**config.mk**
```make
export PLATFORM = sky130hd
export DESIGN_NAME = bip_datapath_ext_flat
export DESIGN_NICKNAME = d
export VERILOG_FILES = /design/src/rtl/bip_datapath_ext_if.sv /design/src/rtl/bip_datapath_ext.sv /design/src/flat_wrapper.sv
export SDC_FILE = /design/constraint.sdc
export NUM_CORES = 1
export LEC_CHECK = 0
export CORE_ASPECT_RATIO = 1.2
export CORE_UTILIZATION = 59
export DETAILED_ROUTE_END_ITERATION = 10
export GPL_TIMING_DRIVEN = 0
export PLACE_DENSITY = 0.83
export SKIP_LAST_GASP = 1
export SLEW_MARGIN = 20
export SYNTH_ARGS = -nofsm -noshare
export SYNTH_HDL_FRONTEND = slang
export SYNTH_SLANG_ARGS = --single-unit
```
**constraint.sdc**
```tcl
create_clock -name i_clk -period 6.1 [get_ports i_clk]
set_input_delay 1.22 -clock i_clk [delete_from_list [all_inputs] [get_ports i_clk]]
set_output_delay 1.22 -clock i_clk [all_outputs]
set_load 0.1 [all_outputs]
```
**src/rtl/bip_datapath_ext_if.sv**
```systemverilog
// Bus between the BIP control unit / data memory and the accumulator datapath.
// The master side drives control and read data; the slave side is the datapath.
interface bip_datapath_ext_if #(
    parameter int NB_DATA     = 16,
    parameter int NB_OPERANDO = 11,
    parameter int NB_OPCODE   = 5,
    parameter int NB_SEL_A    = 2
);
    logic [NB_SEL_A-1:0]    i_selA;
    logic                   i_selB;
    logic                   i_wrAcc;
    logic [NB_OPCODE-1:0]   i_op;
    logic [NB_OPERANDO-1:0] i_operando;
    logic [NB_DATA-1:0]     i_data;
    logic [NB_DATA-1:0]     o_data;
    logic [3:0]             o_flags;
    logic                   o_busy;
    logic                   o_done;

    modport master (
        output i_selA, i_selB, i_wrAcc, i_op, i_operando, i_data,
        input  o_data, o_flags, o_busy, o_done
    );

    modport slave (
        input  i_selA, i_selB, i_wrAcc, i_op, i_operando, i_data,
        output o_data, o_flags, o_busy, o_done
    );
endinterface

```
**src/rtl/bip_datapath_ext.sv**
```systemverilog
// BIP accumulator datapath: ALU, {Z,N,C,V} flag register and accumulator.
// Define BIP_DATAPATH_MUL_EN to build the multi-cycle shift-add multiplier (busy/done handshake).
module bip_datapath_ext #(
    parameter int NB_DATA     = 16,
    parameter int NB_OPERANDO = 11,
    parameter int NB_OPCODE   = 5,
    parameter int NB_SEL_A    = 2,
    parameter int NB_SHAMT    = 4
) (
    input  logic               i_clk,
    input  logic               i_rst,
    bip_datapath_ext_if.slave  bus
);
    localparam int MSB = NB_DATA - 1;

    localparam logic [NB_SEL_A-1:0] SEL_DATA = NB_SEL_A'(0);
    localparam logic [NB_SEL_A-1:0] SEL_IMM  = NB_SEL_A'(1);
    localparam logic [NB_SEL_A-1:0] SEL_ALU  = NB_SEL_A'(2);

    localparam logic [NB_OPCODE-2:0] OPH_ADD   = (NB_OPCODE-1)'(2);
    localparam logic [NB_OPCODE-2:0] OPH_SUB   = (NB_OPCODE-1)'(3);
    localparam logic [NB_OPCODE-2:0] OPH_AND   = (NB_OPCODE-1)'(4);
    localparam logic [NB_OPCODE-2:0] OPH_OR    = (NB_OPCODE-1)'(5);
    localparam logic [NB_OPCODE-2:0] OPH_XOR   = (NB_OPCODE-1)'(6);
    localparam logic [NB_OPCODE-2:0] OPH_SHIFT = (NB_OPCODE-1)'(7);

    logic [NB_DATA-1:0]   acc_q, acc_d;
    logic [3:0]           flags_q, flags_d;
    logic [NB_DATA-1:0]   operandExt;
    logic [NB_DATA-1:0]   muxB;
    logic [NB_DATA-1:0]   muxA;
    logic [NB_DATA-1:0]   aluRes;
    logic                 aluC, aluV, aluCvValid;
    logic [NB_DATA:0]     sumExt, diffExt;
    logic [NB_SHAMT-1:0]  shamt;
    logic [NB_OPCODE-2:0] opHi;
    logic                 opAdd, opSub, opAnd, opOr, opXor, opShl, opSra;
    logic                 loadSel;
    logic                 idle;
    logic                 start;
    logic                 writeOk;

    assign operandExt = {{(NB_DATA-NB_OPERANDO){bus.i_operando[NB_OPERANDO-1]}}, bus.i_operando};
    assign muxB       = bus.i_selB ? operandExt : bus.i_data;
    assign shamt      = muxB[NB_SHAMT-1:0];

    assign opHi  = bus.i_op[NB_OPCODE-1:1];
    assign opAdd = (opHi == OPH_ADD);
    assign opSub = (opHi == OPH_SUB);
    assign opAnd = (opHi == OPH_AND);
    assign opOr  = (opHi == OPH_OR);
    assign opXor = (opHi == OPH_XOR);
    assign opShl = (opHi == OPH_SHIFT) && !bus.i_op[0];
    assign opSra = (opHi == OPH_SHIFT) &&  bus.i_op[0];

    assign sumExt  = {1'b0, acc_q} + {1'b0, muxB};
    assign diffExt = {1'b0, acc_q} - {1'b0, muxB};

    // Shifts of NB_DATA or more naturally saturate to 0 / sign fill.
    always_comb begin
        aluRes     = '0;
        aluC       = 1'b0;
        aluV       = 1'b0;
        aluCvValid = 1'b0;
        if (opAdd) begin
            aluRes     = sumExt[MSB:0];
            aluC       = sumExt[NB_DATA];
            aluV       = (acc_q[MSB] == muxB[MSB]) && (sumExt[MSB] != acc_q[MSB]);
            aluCvValid = 1'b1;
        end else if (opSub) begin
            aluRes     = diffExt[MSB:0];
            aluC       = !diffExt[NB_DATA];
            aluV       = (acc_q[MSB] != muxB[MSB]) && (diffExt[MSB] != acc_q[MSB]);
            aluCvValid = 1'b1;
        end else if (opAnd) begin
            aluRes     = acc_q & muxB;
            aluCvValid = 1'b1;
        end else if (opOr) begin
            aluRes     = acc_q | muxB;
            aluCvValid = 1'b1;
        end else if (opXor) begin
            aluRes     = acc_q ^ muxB;
            aluCvValid = 1'b1;
        end else if (opShl) begin
            aluRes     = acc_q << shamt;
            aluCvValid = 1'b1;
        end else if (opSra) begin
            aluRes     = $signed(acc_q) >>> shamt;
            aluCvValid = 1'b1;
        end
    end

    always_comb begin
        muxA = acc_q;
        if (bus.i_selA == SEL_DATA) begin
            muxA = bus.i_data;
        end else if (bus.i_selA == SEL_IMM) begin
            muxA = operandExt;
        end else if (bus.i_selA == SEL_ALU) begin
            muxA = aluRes;
        end
    end

    assign loadSel = (bus.i_selA == SEL_DATA) || (bus.i_selA == SEL_IMM);
    assign writeOk = bus.i_wrAcc && idle && !start &&
                     (loadSel || (bus.i_selA == SEL_ALU));

`ifdef BIP_DATAPATH_MUL_EN
    typedef enum logic [1:0] {ST_IDLE, ST_MUL, ST_DONE} state_t;

    localparam int NB_CNT = $clog2(NB_DATA + 1);
    localparam logic [NB_CNT-1:0] CNT_LAST = NB_CNT'(NB_DATA);
    localparam logic [NB_OPCODE-2:0] OPH_MUL = (NB_OPCODE-1)'(8);

    state_t                   state_q, state_d;
    logic [NB_DATA-1:0]       mcand_q, mcand_d;
    logic [NB_DATA-1:0]       mplier_q, mplier_d;
    logic [NB_DATA-1:0]       prod_q, prod_d;
    logic [NB_DATA-1:0]       opA_q, opA_d;
    logic [NB_DATA-1:0]       opB_q, opB_d;
    logic [NB_CNT-1:0]        cnt_q, cnt_d;
    logic signed [2*NB_DATA-1:0] fullProd;
    logic                     mulOvf;

    assign idle  = (state_q == ST_IDLE);
    assign start = idle && bus.i_wrAcc && (bus.i_selA == SEL_ALU) && (opHi == OPH_MUL);

    // Overflow needs the full signed product, which the shift-add loop does not keep.
    assign fullProd = $signed(opA_q) * $signed(opB_q);
    assign mulOvf   = (fullProd != {{NB_DATA{fullProd[MSB]}}, fullProd[MSB:0]});

    always_comb begin
        state_d  = state_q;
        mcand_d  = mcand_q;
        mplier_d = mplier_q;
        prod_d   = prod_q;
        opA_d    = opA_q;
        opB_d    = opB_q;
        cnt_d    = cnt_q;
        unique case (state_q)
            ST_IDLE: begin
                if (start) begin
                    state_d  = ST_MUL;
                    mcand_d  = acc_q;
                    mplier_d = muxB;
                    opA_d    = acc_q;
                    opB_d    = muxB;
                    prod_d   = '0;
                    cnt_d    = '0;
                end
            end
            ST_MUL: begin
                if (cnt_q == CNT_LAST) begin
                    state_d = ST_DONE;
                end else begin
                    if (mplier_q[0]) begin
                        prod_d = prod_q + mcand_q;
                    end
                    mcand_d  = mcand_q << 1;
                    mplier_d = mplier_q >> 1;
                    cnt_d    = cnt_q + NB_CNT'(1);
                end
            end
            ST_DONE: begin
                state_d = ST_IDLE;
            end
            default: begin
                state_d = ST_IDLE;
            end
        endcase
    end

    always_ff @(posedge i_clk) begin
        if (!i_rst) begin
            state_q  <= ST_IDLE;
            mcand_q  <= '0;
            mplier_q <= '0;
            prod_q   <= '0;
            opA_q    <= '0;
            opB_q    <= '0;
            cnt_q    <= '0;
        end else begin
            state_q  <= state_d;
            mcand_q  <= mcand_d;
            mplier_q <= mplier_d;
            prod_q   <= prod_d;
            opA_q    <= opA_d;
            opB_q    <= opB_d;
            cnt_q    <= cnt_d;
        end
    end

    assign bus.o_busy = (state_q != ST_IDLE);
    assign bus.o_done = (state_q == ST_DONE);
`else
    assign idle       = 1'b1;
    assign start      = 1'b0;
    assign bus.o_busy = 1'b0;
    assign bus.o_done = 1'b0;
`endif

    // Undefined ALU opcodes leave C/V untouched; loads and defined ops replace them.
    always_comb begin
        acc_d   = acc_q;
        flags_d = flags_q;
        if (writeOk) begin
            acc_d      = muxA;
            flags_d[3] = (muxA == '0);
            flags_d[2] = muxA[MSB];
            if (loadSel) begin
                flags_d[1:0] = 2'b00;
            end else if (aluCvValid) begin
                flags_d[1:0] = {aluC, aluV};
            end
        end
`ifdef BIP_DATAPATH_MUL_EN
        if (state_q == ST_DONE) begin
            acc_d   = prod_q;
            flags_d = {(prod_q == '0), prod_q[MSB], 1'b0, mulOvf};
        end
`endif
    end

    always_ff @(posedge i_clk) begin
        if (!i_rst) begin
            acc_q   <= '0;
            flags_q <= '0;
        end else begin
            acc_q   <= acc_d;
            flags_q <= flags_d;
        end
    end

    assign bus.o_data  = acc_q;
    assign bus.o_flags = flags_q;
endmodule

```
**src/flat_wrapper.sv**
```systemverilog
// flat-port wrapper written by rule: the top's interface ports become plain ports
module bip_datapath_ext_flat 
#(
    parameter int NB_DATA     = 16,
    parameter int NB_OPERANDO = 11,
    parameter int NB_OPCODE   = 5,
    parameter int NB_SEL_A    = 2,
    parameter int NB_SHAMT    = 4
)
  (i_clk, i_rst, bus_i_selA, bus_i_selB, bus_i_wrAcc, bus_i_op, bus_i_operando, bus_i_data, bus_o_data, bus_o_flags, bus_o_busy, bus_o_done);
  bip_datapath_ext_if #(.NB_DATA(NB_DATA), .NB_OPERANDO(NB_OPERANDO), .NB_OPCODE(NB_OPCODE), .NB_SEL_A(NB_SEL_A)) bus_i ();
  input  logic i_clk;
  input  logic i_rst;
  input wire logic [$bits(bus_i.i_selA)-1:0] bus_i_selA;
  input wire logic [$bits(bus_i.i_selB)-1:0] bus_i_selB;
  input wire logic [$bits(bus_i.i_wrAcc)-1:0] bus_i_wrAcc;
  input wire logic [$bits(bus_i.i_op)-1:0] bus_i_op;
  input wire logic [$bits(bus_i.i_operando)-1:0] bus_i_operando;
  input wire logic [$bits(bus_i.i_data)-1:0] bus_i_data;
  output wire logic [$bits(bus_i.o_data)-1:0] bus_o_data;
  output wire logic [$bits(bus_i.o_flags)-1:0] bus_o_flags;
  output wire logic [$bits(bus_i.o_busy)-1:0] bus_o_busy;
  output wire logic [$bits(bus_i.o_done)-1:0] bus_o_done;
  assign bus_i.i_selA = bus_i_selA;
  assign bus_i.i_selB = bus_i_selB;
  assign bus_i.i_wrAcc = bus_i_wrAcc;
  assign bus_i.i_op = bus_i_op;
  assign bus_i.i_operando = bus_i_operando;
  assign bus_i.i_data = bus_i_data;
  assign bus_o_data = bus_i.o_data;
  assign bus_o_flags = bus_i.o_flags;
  assign bus_o_busy = bus_i.o_busy;
  assign bus_o_done = bus_i.o_done;
  bip_datapath_ext #(.NB_DATA(NB_DATA), .NB_OPERANDO(NB_OPERANDO), .NB_OPCODE(NB_OPCODE), .NB_SEL_A(NB_SEL_A), .NB_SHAMT(NB_SHAMT)) u_core (.i_clk(i_clk), .i_rst(i_rst), .bus(bus_i));
endmodule
```
# --- Word-level counts from Yosys, hierarchy flattened ---
# Index checks and enable logic that the tools add are counted.
# W data, S select, Z words.
totals:
  register_bits: 20
  in_bits: 38
  out_inout_bits: 22
  wordCells: 59
classes:
  n_addsub: 2
  n_eq_ne: 12
  shift: 2
  mux: 24
  n_bitwise: 3
  n_reduce_logical: 13
op_table:
  columns: ["operator", "count"]
  rows:
  - ["$mux W16", 11]
  - ["$add A16 B16 Y17", 1]
  - ["$sub A16 B16 Y17", 1]
  - ["$and A16 B16 Y16", 1]
  - ["$eq A4 B3 Y1 const B", 4]
  - ["$logic_not A16 Y1", 1]
  - ["$or A16 B16 Y16", 1]
  - ["$shl A16 B4 Y16", 1]
  - ["$sshr A16 B4 Y16", 1]
  - ["$xor A16 B16 Y16", 1]
  - ["$mux W1", 11]
  - ["$eq A4 B2 Y1 const B", 2]
  - ["$logic_and A1 B1 Y1", 5]
  - ["$mux W2", 2]
  - ["$ne A1 B1 Y1", 3]
  - ["$eq A2 B1 Y1 const B", 1]
  - ["$eq A2 B2 Y1 const B", 1]
  - ["$logic_not A1 Y1", 2]
  - ["$logic_not A2 Y1", 1]
  - ["$logic_or A1 B1 Y1", 2]
  - ["$reduce_and A2 Y1", 1]
  - ["$reduce_bool A2 Y1", 1]
  - ["$eq A1 B1 Y1", 1]

# --- Longest topological paths before layout ---
logic_depth:
  ltp_word: 13
  depth_mapped: 16

# --- Least setup slack after synthesis ---
# Ideal clock, no wire load.
synth_path:
  kind: "input port to flip-flop"
  start: "in bus_i_selB"
  end: "reg u_core.flags_q[3] (netlist: u_core.bus.o_flags[3])"
  t_arrival_ns: 4.930
  slack_ns: 1.074
  stages: 16
  n_path_buf: 4
  path_cell_list: "buf_4 > mux2i_1 > clkbuf_1 > clkbuf_1 > ha_1 > clkbuf_1 > a211oi_1 > o21ai_0 > a31oi_1 > xnor2_1 > nor2_1 > o32a_1 > nor4_1 > nand2_1 > or4_1 > o41ai_2"
synth_via:
  elab_chain_cells: 13
  elab_cells_between_ends: 19
  cone_classes: "add/sub (2); shift (2); mux (11); bitwise (3); reduce/logical (1)"
synth_lines:
  columns: ["element", "line_no", "text"]
  rows:
  - ["start, declared", "flat_wrapper.sv:15", "input wire logic [$bits(bus_i.i_selB)-1:0] bus_i_selB;"]
  - ["$mux W16 (*)", "bip_datapath_ext.sv:44", "assign muxB = bus.i_selB ? operandExt : bus.i_data;"]
  - ["$sshr A16 B4 Y16", "bip_datapath_ext.sv:88", "aluRes = $signed(acc_q) >>> shamt;"]
  - ["$mux W16", "bip_datapath_ext.sv:87", "end else if (opSra) begin"]
  - ["$mux W16", "bip_datapath_ext.sv:84", "end else if (opShl) begin"]
  - ["$mux W16", "bip_datapath_ext.sv:81", "end else if (opXor) begin"]
  - ["$mux W16", "bip_datapath_ext.sv:78", "end else if (opOr) begin"]
  - ["$mux W16", "bip_datapath_ext.sv:75", "end else if (opAnd) begin"]
  - ["$mux W16", "bip_datapath_ext.sv:70", "end else if (opSub) begin"]
  - ["$mux W16 (*)", "bip_datapath_ext.sv:65", "if (opAdd) begin"]
  - ["$mux W16 (*)", "bip_datapath_ext.sv:99", "end else if (bus.i_selA == SEL_ALU) begin"]
  - ["$mux W16 (*)", "bip_datapath_ext.sv:97", "end else if (bus.i_selA == SEL_IMM) begin"]
  - ["$mux W16 (*)", "bip_datapath_ext.sv:95", "if (bus.i_selA == SEL_DATA) begin"]
  - ["$logic_not A16 Y1 (*)", "bip_datapath_ext.sv:208", "flags_d[3] = (muxA == '0);"]
  - ["end signal, assigned", "bip_datapath_ext.sv:230", "flags_q <= flags_d;"]
  - ["end, declared", "bip_datapath_ext.sv:28", "logic [3:0] flags_q, flags_d;"]
# Every way passes the cells marked *; elsewhere a longest branch is shown, timed or not.
# A chain may end at the register's enable or synchronous reset.

# --- Final worst setup path ---
# Same ends and word-level chain as after synthesis.

==> flow_summary_export.csv <==
group,metric,value,unit
outcome,status,"complete, no violations",
critical_path,cpMaxStageDelayCell,"clkdlybuf4s50_1",
global_routing,antenna_found_initial,0,
routing,viasPerCell,7.72,
global_routing,grt.total_usage,0.536,
layout,n_antenna_cell,0,
critical_path,critPathCaptureType,"flip-flop",
critical_path,worstReg2RegEnd,"u_core.bus.o_flags[3]",
power_and_ir_drop,p_leak,0.00236,uW
layout,seq_area,380,sq um
timing,clock.fmax,166,MHz
routing,drt_iter0_drc,1377,
power_and_ir_drop,fin_total_pwr,911,uW
timing,setup_tns,0,ns
floorplan,initial_core_util,0.619,
clock_network,tritoncts,"done",
yosys,ys_ff_latch,19,
routing,wl_met2,10300,microns
yosys,yosys_warnings,0,
critical_path,crit_buf_inv,5,
place,io_buffers,56,
floorplan,die_h,107,microns
place,place_area,0.00614,sq mm
routing,wire_per_inst,27.0,microns
place,place_congestion,1.15,
floorplan,io_pins,60,
critical_path,worstPathRequired,6.31,ns
floorplan,core,0.00875,sq mm
routing,routed.top_layer,"met4",
timing,slew_headroom,0.341,
yosys,synth_seq_area_share,0.0702,
clock_network,root_buffer,"clkbuf_8",
global_routing,grt.overflow.total,0,
power_and_ir_drop,power.density,146,mW/mm^2
critical_path,worst_path_most_repeated_cell,"clkbuf_2",
critical_path,cp_max_fo,11,
critical_path,cp_top_family,"buffers and inverters",
routing,dr_wl_met3,4000,microns
routing,ant_nets,0,
flow_run,cap_violations,0,
clock_network,post_cts_buffers,0,
worst_hold_path,holdPathStages,2,
routing,wl,25000,microns
yosys,async_reset_ff_frac,0,
yosys,synth.distinct_cells,75,
floorplan,dieArea,0.00957,sq mm
critical_path,r2r_cells,12,
critical_path,r2r_slack,1.43,ns
timing,period_needed,6.03,ns
clock_network,cts_num_sinks,19,
yosys,syn_avg_cell_area,7.23,sq um
clock_network,holdBufCountCts,0,
clock_network,path_clk_slew,0.10,ns
critical_path,regToRegStartpoint,"u_core.bus.o_data[7]",
layout,final_common_cell,"a21oi_1",
critical_path,crit_type,"primary input to flip-flop",
timing,maxSlewViolCount,0,
global_routing,grt_max_degree,14,
routing,dr.pass1.iters,9,
routing,drc,0,
place,hpwl,18600,microns
routing,met1_length,8290,microns
layout,multi_input_area,0.00467,sq mm
clock_network,h-tree-depth,1,
global_routing,grt_first_pass_wirelength,37600,microns
worst_hold_path,holdCritStartpoint,"u_core.bus.o_flags[1]",
routing,dr_total_vias,7145,
layout,fill_cells,727,
yosys,synthFlopType,"dfxtp_1",
critical_path,cpPeakStageDelay,0.64,ns
global_routing,grt_pass1_vias,6726,
layout,final_core_util,0.714,
timing,setup_viol,0,
yosys,syn-cell-area,0.00542,sq mm
layout,nets,899,
critical_path,crit_start,"bus_i_selB",
timing,hold_viol_final,0,
layout,fin_area,0.00625,sq mm
yosys,netlist_instances,749,
layout,final_cell_mix,"a21oi_1, nand2_1, nor2_1",
critical_path,path_cells,"clkdlybuf4s50_1 -> buf_6 -> mux2i_4 -> clkbuf_2 -> clkbuf_4 -> ha_1 -> clkbuf_2 -> a211oi_1 -> o21ai_0 -> a31oi_1 -> xnor2_1 -> nor2_1 -> o32a_1 -> nor4_2 -> nand2_1 -> or4_1 -> o41ai_2",
floorplan,num_rows,37,
clock_network,cts_buffers,3,
timing,worst_pin_slew,0.986,ns
critical_path,arrival,6.24,ns
clock_network,clk_latency,0.29,ns
worst_hold_path,hold_end,"u_core.bus.o_flags[1]",
critical_path,worstSetupStartpointType,"primary input",
layout,syn_to_final_growth,15.3,%
floorplan,die_w,89.5,microns
worst_hold_path,min_path_type,"flip-flop to flip-flop",
timing,grt_setup_unrepaired,"false",
yosys,synth_edf_count,0,
timing,clock-skew-final,0.00362,ns
timing,min_period_over_period,0.989,
clock_network,cts_max_path_buffers,2,
layout,drive_gt1_frac,0.0878,
power_and_ir_drop,ir_drop,0.000142,V
==> area by class of cell <==
type	count	share of cell area
multi-input combinational	621	0.747
inverter	53	0.0322
tap	117	0.0234
sequential	19	0.0609
clock inverter	1	0.000801
timing repair buffer	56	0.0897
clock buffer	3	0.00661
buffer	56	0.0396
==> what timing repair did <==
action	4_1_cts	5_1_grt
gates resized for setup	8	14
endpoints found under the setup margin	7	4
gates cloned	0	0
==> worst min-delay path: stages, from the launching register on <==
cell and delay [ns]:
dfxtp_1 0.33, nand2_1 0.05, o21ai_0 0.07
==> registers in the layout, indices dropped and copies added (netlist names) <==
name and count:
u_core.bus.o_flags 4, u_core.bus.o_data 15
==> metal layers <==
layer  track usage  vias to the layer above
met3         0.192                      224
li1              -                     2934
met5             0                        -
met2         0.781                      796
met4         0.353                        0
met1         0.654                     3191
==> stage by stage <==
step	setup slack (ns)	std cells	hold slack, ns
finish	0.0699	926	0.488
global route	0.0323	926	0.528
CTS	0.00826	927	0.491
detailed placement	-1.13	923	0.468
global placement	-1.02	923	0.458
floorplan	1.07	750	0.876
==> cell usage after synthesis, drive strengths merged (9+ instances only) <==
master  instances  area share
nor2b          11       0.013
a21oi          79       0.073
mux4           27        0.11
nor3           20       0.018
nor2           60       0.042
o211ai         11       0.015
ha             49        0.11
a31oi          13       0.015
o21ai          52       0.048
a211oi         17       0.024
o22ai          10       0.012
clkbuf         43       0.030
nand2b         10       0.012
inv            51       0.036
nand3          16       0.015
mux2i          27       0.053
dfxtp          19       0.070
nand2          62       0.043
buf            14       0.014
a21o            9       0.012
xnor2          19       0.031
a221oi         10       0.017
==> worst max path at each step <==
stage          cells past startpoint                    end
6_report                          17  u_core.bus.o_flags[3]
5_1_grt                           17  u_core.bus.o_flags[3]
4_1_cts                           17  u_core.bus.o_flags[3]
3_5_place_dp                      16  u_core.bus.o_flags[3]
3_3_place_gp                      16  u_core.bus.o_flags[3]
2_1_floorplan                     16  u_core.bus.o_flags[3]
==> where the power goes <==
part	total (uW)	switching [uW]	internal, uW
Sequential	153	21.4	132
Clock	110	63.9	46.2
Combinational	648	423	225
Total	911	508	403
==> kinds of logic (layout without fill, tap and decap cells) <==
kind of cell    after synthesis  after routing  share of synthesized area
mux                          57             57                      0.173
flops                        19             19                     0.0702
fa+ha+maj                    51             51                      0.121
buf+inv                     110            169                     0.0808
xor+xnor                     22             22                     0.0356
other cells                   1              2                   0.000692
compound gates              272            272                      0.330
simple gates                217            217                      0.190
Power figures use the tool's default switching activity.
